===== config.mk =====
export PLATFORM = sky130hd
export DESIGN_NAME = ptp_ka10
export DESIGN_NICKNAME = d
export VERILOG_FILES = /design/src/rtl/ka10_io_pkg.sv /design/src/rtl/iob_edge.sv /design/src/rtl/ptp_ka10.sv
export SDC_FILE = /design/constraint.sdc
export NUM_CORES = 1
export LEC_CHECK = 0
export CAP_MARGIN = 20
export CELL_PAD_IN_SITES_DETAIL_PLACEMENT = 1
export CELL_PAD_IN_SITES_GLOBAL_PLACEMENT = 2
export CORE_MARGIN = 5
export CORE_UTILIZATION = 20
export CTS_CLUSTER_SIZE = 24
export DETAILED_ROUTE_END_ITERATION = 16
export GPL_TIMING_DRIVEN = 1
export PLACE_DENSITY = 0.78
export SYNTH_ARGS = -nofsm -noshare
export SYNTH_HDL_FRONTEND = slang
export SYNTH_SLANG_ARGS = --single-unit

===== constraint.sdc =====
create_clock -name clk -period 1.7 [get_ports clk]
set_input_delay 0.255 -clock clk [delete_from_list [all_inputs] [get_ports clk]]
set_output_delay 0.255 -clock clk [all_outputs]
set_load 0.01 [all_outputs]

===== src/rtl/ka10_io_pkg.sv =====
// Shared KA10 I/O bus definitions: device codes, CONI/CONO bit positions,
// PI level decode and paper tape frame layout.
package ka10_io_pkg;

    // Device codes as seen on ios[3:9] (9-bit octal code with the two low zero bits dropped)
    localparam logic [6:0] DEV_PTR = 7'b0010001;
    localparam logic [6:0] DEV_PTP = 7'b0010000;

    // Bus bit positions use KA10 numbering: bit 0 is the MSB, bit 35 the LSB
    localparam int unsigned BIT_BINARY = 30;
    localparam int unsigned BIT_BUSY   = 31;
    localparam int unsigned BIT_DONE   = 32;
    localparam int unsigned BIT_PIA_HI = 33;
    localparam int unsigned BIT_PIA_LO = 35;
    localparam int unsigned BIT_DATA   = 28;

    localparam int unsigned FRAME_W     = 9;
    localparam int unsigned FRAME_FEED  = 8;
    localparam int unsigned FRAME_HOLE8 = 7;

    localparam logic [FRAME_W-1:0] FEED_FRAME = 9'h100;

    typedef enum logic [1:0] {
        StIdle,
        StLoaded,
        StPunch
    } ptp_state_e;

    // One-hot PI request for levels 1..7, MSB is level 1
    function automatic logic [6:0] pi_decode(input logic [2:0] pia);
        if (pia == 3'd0) begin
            return 7'd0;
        end
        return 7'b1000000 >> (pia - 3'd1);
    endfunction

    // In binary mode only six data bits are punched and hole 8 is always set
    function automatic logic [FRAME_W-1:0] ptp_frame(input logic [7:0] pb, input logic binary);
        logic [FRAME_W-1:0] f;
        if (binary) begin
            f = '0;
            f[FRAME_HOLE8] = 1'b1;
            f[5:0] = pb[5:0];
        end else begin
            f = {1'b0, pb};
        end
        return f;
    endfunction

endpackage


===== src/rtl/iob_edge.sv =====
// Rising-edge pulse generator for KA10 bus strobes; the pulse is registered,
// so it follows the first cycle the level is sampled high.
module iob_edge (
    input  logic i_clk,
    input  logic i_rst_n,
    input  logic i_level,
    output logic o_pulse
);

    logic r_prev;
    logic r_pulse;

    always_ff @(posedge i_clk or negedge i_rst_n) begin
        if (!i_rst_n) begin
            r_prev  <= 1'b0;
            r_pulse <= 1'b0;
        end else begin
            r_prev  <= i_level;
            r_pulse <= i_level & ~r_prev;
        end
    end

    assign o_pulse = r_pulse;

endmodule


===== src/rtl/ptp_ka10.sv =====
// KA10 paper tape punch: DATAO words become frames handed to a host consumer,
// completions are paced by a punch-cycle timer and raise done plus a PI request.
module ptp_ka10
    import ka10_io_pkg::*;
#(
    parameter logic [6:0]  DEVCODE      = DEV_PTP,
    parameter int unsigned PUNCH_CYCLES = 16
) (
    input  logic        clk,
    input  logic        reset,
    input  logic        iobus_iob_poweron,
    input  logic        iobus_iob_reset,
    input  logic        iobus_datao_clear,
    input  logic        iobus_datao_set,
    input  logic        iobus_cono_clear,
    input  logic        iobus_cono_set,
    input  logic        iobus_iob_fm_datai,
    input  logic        iobus_iob_fm_status,
    input  logic        iobus_rdi_pulse,
    input  logic [3:9]  iobus_ios,
    input  logic [0:35] iobus_iob_in,
    output logic [1:7]  iobus_pi_req,
    output logic [0:35] iobus_iob_out,
    input  logic        key_tape_feed,
    input  logic        s_read,
    output logic [31:0] s_readdata,
    output logic        fe_data_rq
);

    localparam int unsigned TW = $clog2(PUNCH_CYCLES + 1);
    localparam logic [TW-1:0] TIMER_LOAD = TW'(PUNCH_CYCLES - 1);

    logic       w_sel;
    logic       w_clr;
    logic       w_cono_clr;
    logic       w_cono_set;
    logic       w_datao_clr;
    logic       w_datao_set;
    logic [5:0] w_cono_bits;
    logic [7:0] w_data_bits;
    logic       w_unused;

    logic [2:0] r_pia;
    logic       r_done;
    logic       r_busy;
    logic       r_binary;
    logic [7:0] r_pb;

    logic [2:0] w_pia_d;
    logic       w_done_d;
    logic       w_busy_d;
    logic       w_binary_d;
    logic [7:0] w_pb_d;
    logic [FRAME_W-1:0] w_frame_d;

    ptp_state_e         r_state;
    logic [TW-1:0]      r_timer;
    logic [FRAME_W-1:0] r_frame;
    logic               r_pend;
    logic               r_rq;

    assign w_sel = (iobus_ios == DEVCODE);
    // Bus-level clears act like reset on all controller state but not on the strobe detectors
    assign w_clr = ~iobus_iob_poweron | iobus_iob_reset;

    assign w_cono_bits = iobus_iob_in[BIT_BINARY:BIT_PIA_LO];
    assign w_data_bits = iobus_iob_in[BIT_DATA:BIT_PIA_LO];

    assign w_unused = ^{iobus_rdi_pulse, iobus_iob_fm_datai, iobus_iob_in[0:BIT_DATA-1]};

    iob_edge u_edge_cono_clr (
        .i_clk   (clk),
        .i_rst_n (reset),
        .i_level (iobus_cono_clear & w_sel),
        .o_pulse (w_cono_clr)
    );

    iob_edge u_edge_cono_set (
        .i_clk   (clk),
        .i_rst_n (reset),
        .i_level (iobus_cono_set & w_sel),
        .o_pulse (w_cono_set)
    );

    iob_edge u_edge_datao_clr (
        .i_clk   (clk),
        .i_rst_n (reset),
        .i_level (iobus_datao_clear & w_sel),
        .o_pulse (w_datao_clr)
    );

    iob_edge u_edge_datao_set (
        .i_clk   (clk),
        .i_rst_n (reset),
        .i_level (iobus_datao_set & w_sel),
        .o_pulse (w_datao_set)
    );

    // Clear phases apply before set phases when both land on the same cycle
    always_comb begin
        w_pia_d    = r_pia;
        w_done_d   = r_done;
        w_busy_d   = r_busy;
        w_binary_d = r_binary;
        w_pb_d     = r_pb;
        if (w_cono_clr) begin
            w_pia_d    = 3'd0;
            w_done_d   = 1'b0;
            w_busy_d   = 1'b0;
            w_binary_d = 1'b0;
        end
        if (w_cono_set) begin
            w_binary_d = w_binary_d | w_cono_bits[5];
            w_busy_d   = w_busy_d | w_cono_bits[4];
            w_done_d   = w_done_d | w_cono_bits[3];
            w_pia_d    = w_pia_d | w_cono_bits[2:0];
        end
        if (w_datao_clr) begin
            w_pb_d   = 8'd0;
            w_done_d = 1'b0;
        end
        if (w_datao_set) begin
            w_pb_d   = w_pb_d | w_data_bits;
            w_busy_d = 1'b1;
        end
    end

    assign w_frame_d = ptp_frame(w_pb_d, w_binary_d);

    always_ff @(posedge clk or negedge reset) begin
        if (!reset) begin
            r_pia    <= 3'd0;
            r_done   <= 1'b0;
            r_busy   <= 1'b0;
            r_binary <= 1'b0;
            r_pb     <= 8'd0;
            r_state  <= StIdle;
            r_timer  <= '0;
            r_frame  <= '0;
            r_pend   <= 1'b0;
            r_rq     <= 1'b0;
        end else if (w_clr) begin
            r_pia    <= 3'd0;
            r_done   <= 1'b0;
            r_busy   <= 1'b0;
            r_binary <= 1'b0;
            r_pb     <= 8'd0;
            r_state  <= StIdle;
            r_timer  <= '0;
            r_frame  <= '0;
            r_pend   <= 1'b0;
            r_rq     <= 1'b0;
        end else begin
            r_pia    <= w_pia_d;
            r_done   <= w_done_d;
            r_busy   <= w_busy_d;
            r_binary <= w_binary_d;
            r_pb     <= w_pb_d;
            unique case (r_state)
                StIdle: begin
                    if (w_datao_set) begin
                        r_frame <= w_frame_d;
                        r_state <= StLoaded;
                        r_rq    <= 1'b1;
                    end else if (key_tape_feed && !r_busy) begin
                        r_frame <= FEED_FRAME;
                        r_state <= StLoaded;
                        r_rq    <= 1'b1;
                    end
                end
                StLoaded: begin
                    // A DATAO arriving now belongs to the frame after this one
                    if (w_datao_set) begin
                        r_pend <= 1'b1;
                    end
                    if (s_read) begin
                        r_state <= StPunch;
                        r_timer <= TIMER_LOAD;
                        r_rq    <= 1'b0;
                    end
                end
                StPunch: begin
                    if (r_timer != '0) begin
                        r_timer <= r_timer - TW'(1);
                        if (w_datao_set) begin
                            r_pend <= 1'b1;
                        end
                    end else if (r_pend || w_datao_set) begin
                        // Queued word goes straight out; done waits for the last frame
                        r_pend  <= 1'b0;
                        r_frame <= w_frame_d;
                        r_state <= StLoaded;
                        r_rq    <= 1'b1;
                    end else begin
                        r_busy  <= 1'b0;
                        r_done  <= w_done_d | ~r_frame[FRAME_FEED];
                        r_state <= StIdle;
                    end
                end
                default: begin
                    r_state <= StIdle;
                end
            endcase
        end
    end

    assign fe_data_rq    = r_rq & ~w_clr;
    assign s_readdata    = fe_data_rq ? {{(32 - FRAME_W){1'b0}}, r_frame} : 32'd0;
    assign iobus_pi_req  = (r_done && !w_clr) ? pi_decode(r_pia) : 7'd0;
    assign iobus_iob_out = (w_sel && iobus_iob_fm_status && !w_clr)
                         ? {30'd0, r_binary, r_busy, r_done, r_pia} : 36'd0;

endmodule


==> results of run 1 <==
state kept, by name, summed over array words and instances (netlist names), 2 cells and up:
register and count:
r_timer 5, r_pb 8, r_frame 9, r_state 2, r_pia 3
cells by family (layout without fill, tap and decap cells):
kind of cell / after synthesis / after routing
AO/OA/AOI/OAI: 53 / 53
adder cells (fa/ha/maj): 2 / 2
buffers and inverters: 68 / 98
flip-flops: 40 / 40
multiplexers: 1 / 1
other: 1 / 53
AND/OR/NAND/NOR: 81 / 81
area by class of cell:
| type | count | area (sq um) | area share |
|---|---|---|---|
| multi-input combinational | 190 | 1260 | 0.373 |
| tap | 147 | 184 | 0.0545 |
| timing repair buffer | 85 | 741 | 0.220 |
| clock buffer | 5 | 125 | 0.0371 |
| sequential | 40 | 1000 | 0.297 |
| inverter | 5 | 18.8 | 0.00557 |
| clock inverter | 3 | 46.3 | 0.0137 |
stage by stage:
step	worst slack (ns)	setup TNS, ns
finish	-0.157	-1.75
detailed placement	-1.03	-18.36
floorplan	-0.0473	-0.332
global route	-0.225	-3.46
CTS	-0.223	-2.36
global placement	-0.960	-16.99
report_power, final:
group,leakage (uW),switching [uW],internal (uW)
clock,0.0000804,399,697
combinational,0.000950,186,147
sequential,0.000554,12.0,964
total,0.00158,598,1810
synth_stat cells (all sizes together), types with 2 or more instances:
library cell  instances
nand3                 2
nand2                10
a32o                  2
o21ai                 7
a22o                  7
nor2b                 6
inv                   5
nor2                 23
and2                 12
nor3                  2
dfrtp                40
ha                    2
nand2b                4
o31ai                 2
and3                 12
nor4                  2
clkbuf                6
a22oi                13
buf                  57
o211ai                2
or4b                  2
a21oi                10
timing repair:
action | CTS | global route
setup endpoints to repair | 35 | 36
resized for setup | 108 | 25
buffers inserted | 8 | 5
pin swaps | 27 | 16
layer usage:
layer / routed length, microns / global-route usage
met5: 11 / 0
met3: 597 / 0.0325
met4: 95 / 0.0301
met2: 3490 / 0.161
met1: 2690 / 0.109
worst min-delay path by stage:
| stage | end | slack [ns] | cells past startpoint |
|---|---|---|---|
| 2_1_floorplan | r_binary$_DFF_PN0_ | -0.04 | 0 |
| 3_3_place_gp | r_pia[1]$_DFF_PN0_ | 0.35 | 2 |
| 3_5_place_dp | r_pia[1]$_DFF_PN0_ | 0.35 | 2 |
| 4_1_cts | u_edge_datao_clr.r_prev$_DFF_PN0_ | 0.05 | 2 |
| 5_1_grt | u_edge_datao_clr.r_prev$_DFF_PN0_ | 0.09 | 2 |
| 6_report | u_edge_datao_clr.r_prev$_DFF_PN0_ | 0.03 | 2 |
==> metrics.txt, run 1 <==
Max Freq 0.539 GHz; hold slack 0.0253 ns; # IOs 132; DRT Wirelength 6880 microns; Final Skew 0.00397 ns; EDFF count, synth 0; die area 14300 sq um; Worst-Margin Slew 0.521 ns; cell family with most CP delay simple AND/OR/NAND/NOR gates; Congestion Overflow GR 0; CORE AREA 11900 sq um; row count 40; worst vdd ir 0.396 mV; worst min path class in2async; crit path from r_pia[1]$_DFF_PN0_; share of layout cells above drive strength 1 0.299; register area share after synthesis 0.417; main combinational cell family by area after synthesis buffers and inverters; Yosys top cell area share 0.417; Initial Utilization 0.201; RSZ-0062 raised after global routing yes; Placed Cells 454; via/cell ratio 4.09; CP Max Fanout 3; Netlist cell types 51; crit path buf inv count 2; Finished Cell Area 3370 sq um; clock latency on the worst-skew pair 0.29 ns; ys async rst share 1.00; CP cell instances nor2_2, ha_4, buf_6, nor4bb_4, buf_2; final worst path period share 1.09; commonest non-fill, non-tap cell in the layout conb_1; r2r worst-path depth 6; Max Root-Sink Buffers 2; vias post-DR 1944; post-route core utilization 0.283; Critical Path Sink iobus_pi_req[1]; setup slack, reg-to-reg -0.07 ns; Final #Nets 385; simple-gate share of the synthesized area 0.190; leak pwr 0.00158 uW; Post-Synth XOR/XNOR Area 0; Syn. warnings 0; critical path depth 5; Fill cells 1371; Global Route Usage Sum 0.0934; WL/cell 14.5 microns; Mapped Avg Cell Area 9.76 sq um; first-pass GRT wire length 10800 microns; Power Density 713 nW/um^2; Post-Syn Area 2400 sq um; dominant cells by area after synthesis dfrtp_1 42%, buf_4 17%, a22oi_1 4.1%; ys flop type dfrtp_1; CP Launch Type register; Crit Path Class reg2out; Fin. Hold Viols 0; Cells after Synth 246; largest net degree at the start of global routing 41; routability congestion estimate 0.737; Slew Viols, Final 0; status finished, violations left; Layout Cells excl Fill 475; power after layout 2410 uW; Rel. slew slack 0.653; clk sinks 40; post-synth top area cell dfrtp_1; Worst Path Required 1.44 ns; slowest stage delay, CP 0.38 ns; antenna-violating nets left 0; Worst path slowest cell dfrtp_1; Placement Cell Area 2990 sq um; number of buffers created by CTS 5; Inserted Diodes 0; setup violators final 24; most frequent cells in the layout 53 x conb_1, 40 x dfrtp_1, 28 x buf_4, 21 x nor2_1, 18 x clkdlybuf4s50_1; min setup slack post-route -0.157 ns; Synth Area in Adders 0.0104; drt pass-1 iters 4; CTS tree done; number of port buffers 48; Synth Area in Compound Gates 0.173; WP data arrival 1.60 ns; flops & latches, synth 40; HPWL after DPL 5060 microns; Post-CTS Hold Buffers 0; die height 120 microns; multiplexer area fraction after synthesis 0.00417; Final min period 1.86 ns; # DRC 0; Worst R2R Start r_timer[0]$_DFFE_PN0P_; reg-to-reg endpoint r_frame[0]$_DFFE_PN0P_; Syn-to-layout area delta 40.5%; CTS H-tree lvls 2; Max-Cap Viols 0; Clock Root Buffer clkbuf_16; Setup crit end kind output port; failing checks negative setup slack; Worst-path clk slew 0.06 ns; initial DRC count 72; antenna violations before repair 1; die width 120 microns; vias in the first global route 1993
Power figures use the tool's default switching activity.
==> run 2, diff against run 1 <==
--- a/config.mk
+++ b/config.mk
@@ -7,13 +7,13 @@
 export LEC_CHECK = 0
 export CAP_MARGIN = 20
 export CELL_PAD_IN_SITES_DETAIL_PLACEMENT = 1
-export CELL_PAD_IN_SITES_GLOBAL_PLACEMENT = 2
+export CELL_PAD_IN_SITES_GLOBAL_PLACEMENT = 1
 export CORE_MARGIN = 5
-export CORE_UTILIZATION = 20
+export CORE_UTILIZATION = 25
 export CTS_CLUSTER_SIZE = 24
 export DETAILED_ROUTE_END_ITERATION = 16
 export GPL_TIMING_DRIVEN = 1
-export PLACE_DENSITY = 0.78
+export PLACE_DENSITY = 0.76
 export SYNTH_ARGS = -nofsm -noshare
 export SYNTH_HDL_FRONTEND = slang
 export SYNTH_SLANG_ARGS = --single-unit
==> metrics.txt, run 2 (same netlist as run 1, synthesis figures left out) <==
status finished, violations left; failing checks negative setup slack; largest net degree at the start of global routing 26; Placement Cell Area 2970 sq um; met2 wire len 3700 microns; die height 108 microns; WL/cell 15.6 microns; Reg area 1000 sq um; Worst R2R Start r_timer[1]$_DFFE_PN0P_; met3 routed WL 341 microns; Slew Viols, Final 0; power after layout 2130 uW; Setup crit end kind output port; clk sinks 40; Max Freq 0.509 GHz; die area 11700 sq um; Inserted Diodes 0; hold path start u_edge_cono_set.r_prev$_DFF_PN0_; CP Max Fanout 3; die width 108 microns; routability congestion estimate 0.771; vias in the first global route 2068; drt pass-1 iters 4; CTS H-tree lvls 2; Final min period 1.97 ns; Top Registers r_frame (9), r_pb (8), r_timer (5); Global Route Usage Sum 0.120; first-pass GRT wire length 10900 microns; vias post-DR 1932; CTS tree done; setup violators final 21; Final #Nets 384; crit path from iobus_ios[7]; via/cell ratio 4.24; DRT Wirelength 7120 microns; Top Metal Used met4; Power Density 651 nW/um^2; number of buffers created by CTS 5; Initial Utilization 0.258; DP Worst Slack -1.01 ns; # DRC 0; Clock Root Buffer clkbuf_8; min setup slack post-route -0.266 ns; RSZ-0062 raised after global routing yes; CORE AREA 9280 sq um; Fill cells 1098; CP Launch Type input pin; Setup TNS -2.49 ns; share of layout cells above drive strength 1 0.312; Worst-path clk slew 0.08 ns; Crit Path Class in2out; # IOs 132; HPWL after DPL 5070 microns; Final Skew 0.00283 ns; Max-Cap Viols 0; Largest register FFs 9; most frequent cells in the layout 53 x conb_1, 38 x dfrtp_1, 25 x buf_4, 19 x nor2_1, 18 x clkdlybuf4s50_1; final worst path period share 1.16; Fin. Hold Viols 0; worst vdd ir 0.457 mV; commonest non-fill, non-tap cell in the layout conb_1; Congestion Overflow GR 0; met1 wire length 2980 microns; largest register by flop count r_frame; number of port buffers 48; initial DRC count 84; Max Root-Sink Buffers 2; worst min path class reg2reg; Multi-input gate area 1260 sq um; antenna-violating nets left 0; leak pwr 0.00156 uW; WP data arrival 1.71 ns; clock latency on the worst-skew pair 0.30 ns; Syn-to-layout area delta 36.4%; row count 35; Worst Path Required 1.44 ns; antenna violations before repair 0; hold slack 0.400 ns; Finished Cell Area 3270 sq um
run 2: cell types whose count changed in the layout (fill, tap and decap cells not counted), sizes merged:
| cell | delta |
|---|---|
| clkdlybuf4s15 | -6 |
| dlygate4sd2 | +1 |
| clkbuf | -1 |
| dlygate4sd3 | +1 |
| buf | +4 |
run 2: power breakdown:
group	leakage [uW]	internal (uW)	switching [uW]
Combinational	0.000957	147	197
Clock	0.0000548	442	370
Sequential	0.000550	962	12.5
Total	0.00156	1550	580
run 2: layout make-up:
cell class | count | area share
multi-input cells | 190 | 0.385
well taps | 129 | 0.0493
repair buffers | 84 | 0.219
inverters | 5 | 0.00573
clock inverters | 3 | 0.0141
flip-flops and latches | 40 | 0.307
clock buffers | 5 | 0.0210
run 2: timing repair:
item	CTS	global route
endpoints found under the setup margin	37	31
hold buffers	1	0
hold endpoints to repair	15	0
gates resized for setup	122	23
gates cloned	0	0
pin swaps	20	17
setup buffers	11	1
run 2: critical path: stages:
cell and delay (ns):
buf_6 0.09, or4b_4 0.54, nor4_4 0.18, and3_4 0.25, buf_6 0.10, buf_6 0.08
and2_4 0.13, buf_6 0.09
run 2: metrics by stage:
stage	cells	util
3_3_place_gp	435	0.320
3_5_place_dp	435	0.320
5_1_grt	456	0.353
2_1_floorplan	298	-
4_1_cts	455	0.344
6_report	456	0.353
run 2: worst paths after layout:
kind	slack, ns	to	cells after the start
max	-0.27	iobus_iob_out[31]	8
min	0.40	u_edge_cono_set.o_pulse$_DFF_PN0_	1
max reg2reg	-0.14	r_frame[0]$_DFFE_PN0P_	6
min reg2reg	0.40	u_edge_cono_set.o_pulse$_DFF_PN0_	1
max in group asynchronous	0.80	r_pb[1]$_DFF_PN0_	3
min in group asynchronous	0.42	r_timer[1]$_DFFE_PN0P_	2
run 2: metal layers:
metal	vias to the layer above	track usage
li1	913	-
met1	950	0.145
met2	58	0.214
met3	11	0.0245
met4	0	0.0343
met5	-	0
==> run 3, diff against run 2 <==
--- a/config.mk
+++ b/config.mk
@@ -8,12 +8,13 @@
 export CAP_MARGIN = 20
 export CELL_PAD_IN_SITES_DETAIL_PLACEMENT = 1
 export CELL_PAD_IN_SITES_GLOBAL_PLACEMENT = 1
+export CORE_ASPECT_RATIO = 0.9
 export CORE_MARGIN = 5
-export CORE_UTILIZATION = 25
+export CORE_UTILIZATION = 28
 export CTS_CLUSTER_SIZE = 24
 export DETAILED_ROUTE_END_ITERATION = 16
 export GPL_TIMING_DRIVEN = 1
-export PLACE_DENSITY = 0.76
+export PLACE_DENSITY = 0.81
 export SYNTH_ARGS = -nofsm -noshare
 export SYNTH_HDL_FRONTEND = slang
 export SYNTH_SLANG_ARGS = --single-unit
==> constraint.sdc (replaced) <==
create_clock -name clk -period 1.95 [get_ports clk]
set_input_delay 0.2925 -clock clk [delete_from_list [all_inputs] [get_ports clk]]
set_output_delay 0.2925 -clock clk [all_outputs]
set_load 0.01 [all_outputs]
==> metrics.txt, run 3 (same netlist as run 1, synthesis figures left out) <==
setup violators final 6; routability congestion estimate 0.758; number of port buffers 48; clock share of power 0.330; status finished, violations left; post-route core utilization 0.362; Psw 468 uW; largest register by flop count r_frame; Initial Utilization 0.283; number of buffers created by CTS 5; Clock Root Buffer clkbuf_8; largest net degree at the start of global routing 41; HPWL after DPL 5050 microns; failing checks negative setup slack; slowest stage delay, CP 0.54 ns; DRT Wirelength 6770 microns; Inserted Diodes 0; first-pass GRT wire length 10200 microns; Crit Path Class in2out; CORE AREA 8490 sq um; Final min period 1.96 ns; Global Route Usage Sum 0.121; via/cell ratio 4.53; WP data arrival 1.67 ns; drt pass-1 iters 4; CTS tree done; final worst path period share 1.00; antenna violations before repair 0; most frequent cells in the layout 53 x conb_1, 40 x dfrtp_1, 25 x buf_4, 23 x nor2_1, 18 x clkdlybuf4s50_1; Largest register FFs 9; Slew Viols, Final 0; Power Density 539 nW/um^2; die height 97.8 microns; vias post-DR 1975; Setup crit end kind output port; DP Worst Slack -0.915 ns; Top Registers r_frame (9), r_pb (8), r_timer (5); Fin. Hold Viols 0; antenna-violating nets left 0; vias in the first global route 2018; Worst-path clk slew 0.09 ns; Worst path slowest cell or4b_4; Setup TNS -0.0217 ns; # IOs 132; Final #Nets 375; Fill cells 1023; crit path buf inv count 3; clk sinks 40; Sequential Power Share 0.515; initial DRC count 87; worst min path class reg2reg; Worst-Margin Slew 0.551 ns; CP Max Fanout 6; leak pwr 0.00153 uW; cell family with most CP delay simple AND/OR/NAND/NOR gates; min setup slack post-route -0.00818 ns; share of layout cells above drive strength 1 0.227; worst vdd ir 0.256 mV; Rel. slew slack 0.631; Max Freq 0.511 GHz; CTS H-tree lvls 2; Congestion Overflow GR 0; crit-path most repeated cell buf_6; Max-Cap Viols 0; die area 10500 sq um; combinational share of power 0.155; die width 108 microns; Switching Share 0.283; clock latency on the worst-skew pair 0.30 ns; CP Launch Type input pin; Syn-to-layout area delta 27.9%; Worst Path Required 1.66 ns; Final Skew 0.00892 ns; CP cell instances buf_6, or4b_4, nor4_4, buf_4, and3_4, and2_4, buf_6; P_int 1190 uW; RSZ-0062 raised after global routing yes; # DRC 0; Max Root-Sink Buffers 2; commonest non-fill, non-tap cell in the layout conb_1; row count 32; WL/cell 15.5 microns
-- run 3: cell types whose count changed in the layout (fill, tap and decap cells not counted), sizes merged --
cell           change
clkbuf             +3
clkdlybuf4s15      +1
inv                -1
dlymetal6s2s       +2
clkinv             +1
dlygate4sd2        +5
buf               -20
bufinv             -1
-- run 3: worst paths after layout --
kind                                              startpoint  slack, ns  depth (start not counted)                                 end
max in group asynchronous                              reset       1.26                          3              r_state[1]$_DFFE_PN0P_
min in group asynchronous                              reset       0.49                          3              r_timer[4]$_DFFE_PN0P_
hold reg to reg            u_edge_datao_clr.r_prev$_DFF_PN0_       0.40                          1  u_edge_datao_clr.o_pulse$_DFF_PN0_
setup / recovery                                iobus_ios[7]     -0.008                          7                   iobus_iob_out[31]
hold / removal             u_edge_datao_clr.r_prev$_DFF_PN0_       0.40                          1  u_edge_datao_clr.o_pulse$_DFF_PN0_
setup reg to reg                      r_timer[0]$_DFFE_PN0P_       0.09                          7                    r_rq$_DFFE_PN0P_
-- run 3: area by class of cell --
class | count | area (sq um) | share of cell area
Timing Repair Buffer | 75 | 659 | 0.215
Inverter | 5 | 18.8 | 0.00611
Multi-Input combinational cell | 190 | 1160 | 0.378
Sequential cell | 40 | 1000 | 0.326
Tap cell | 119 | 149 | 0.0485
Clock buffer | 5 | 68.8 | 0.0224
Clock inverter | 2 | 12.5 | 0.00407
-- run 3: repair_timing --
| item | CTS | global route |
|---|---|---|
| hold buffers | 1 | 0 |
| gates cloned | 0 | 0 |
| pin swaps | 12 | 7 |
| resized for setup | 77 | 17 |
| buffers inserted | 5 | 5 |
| setup endpoints to repair | 23 | 24 |
| hold endpoints to repair | 40 | 0 |
-- run 3: power by group through the flow --
stage          sequential, uW  combinational, uW  clock [uW]
2_1_floorplan             863                205           0
3_3_place_gp              866                222           0
3_5_place_dp              868                231           0
4_1_cts                   851                235         555
5_1_grt                   853                281         583
6_report                  852                256         546
-- run 3: per-layer routing --
metal | track usage | share of wire | vias up | routed length, microns
li1 | - | - | 892 | -
met1 | 0.147 | 0.42 | 1009 | 2810
met5 | 0 | 0 | - | 0
met2 | 0.207 | 0.50 | 65 | 3390
met3 | 0.0344 | 0.070 | 9 | 476
met4 | 0.0340 | 0.014 | 0 | 93
-- run 3: stage by stage --
stage / hold WS (ns) / instance area, sq um / power [uW] / cells
floorplan: -0.00309 / 2590 / 1070 / 298
global placement: 0.278 / 2880 / 1090 / 418
detailed placement: 0.284 / 2880 / 1100 / 418
CTS: 0.398 / 2990 / 1640 / 431
global route: 0.417 / 3070 / 1720 / 436
finish: 0.395 / 3070 / 1650 / 436
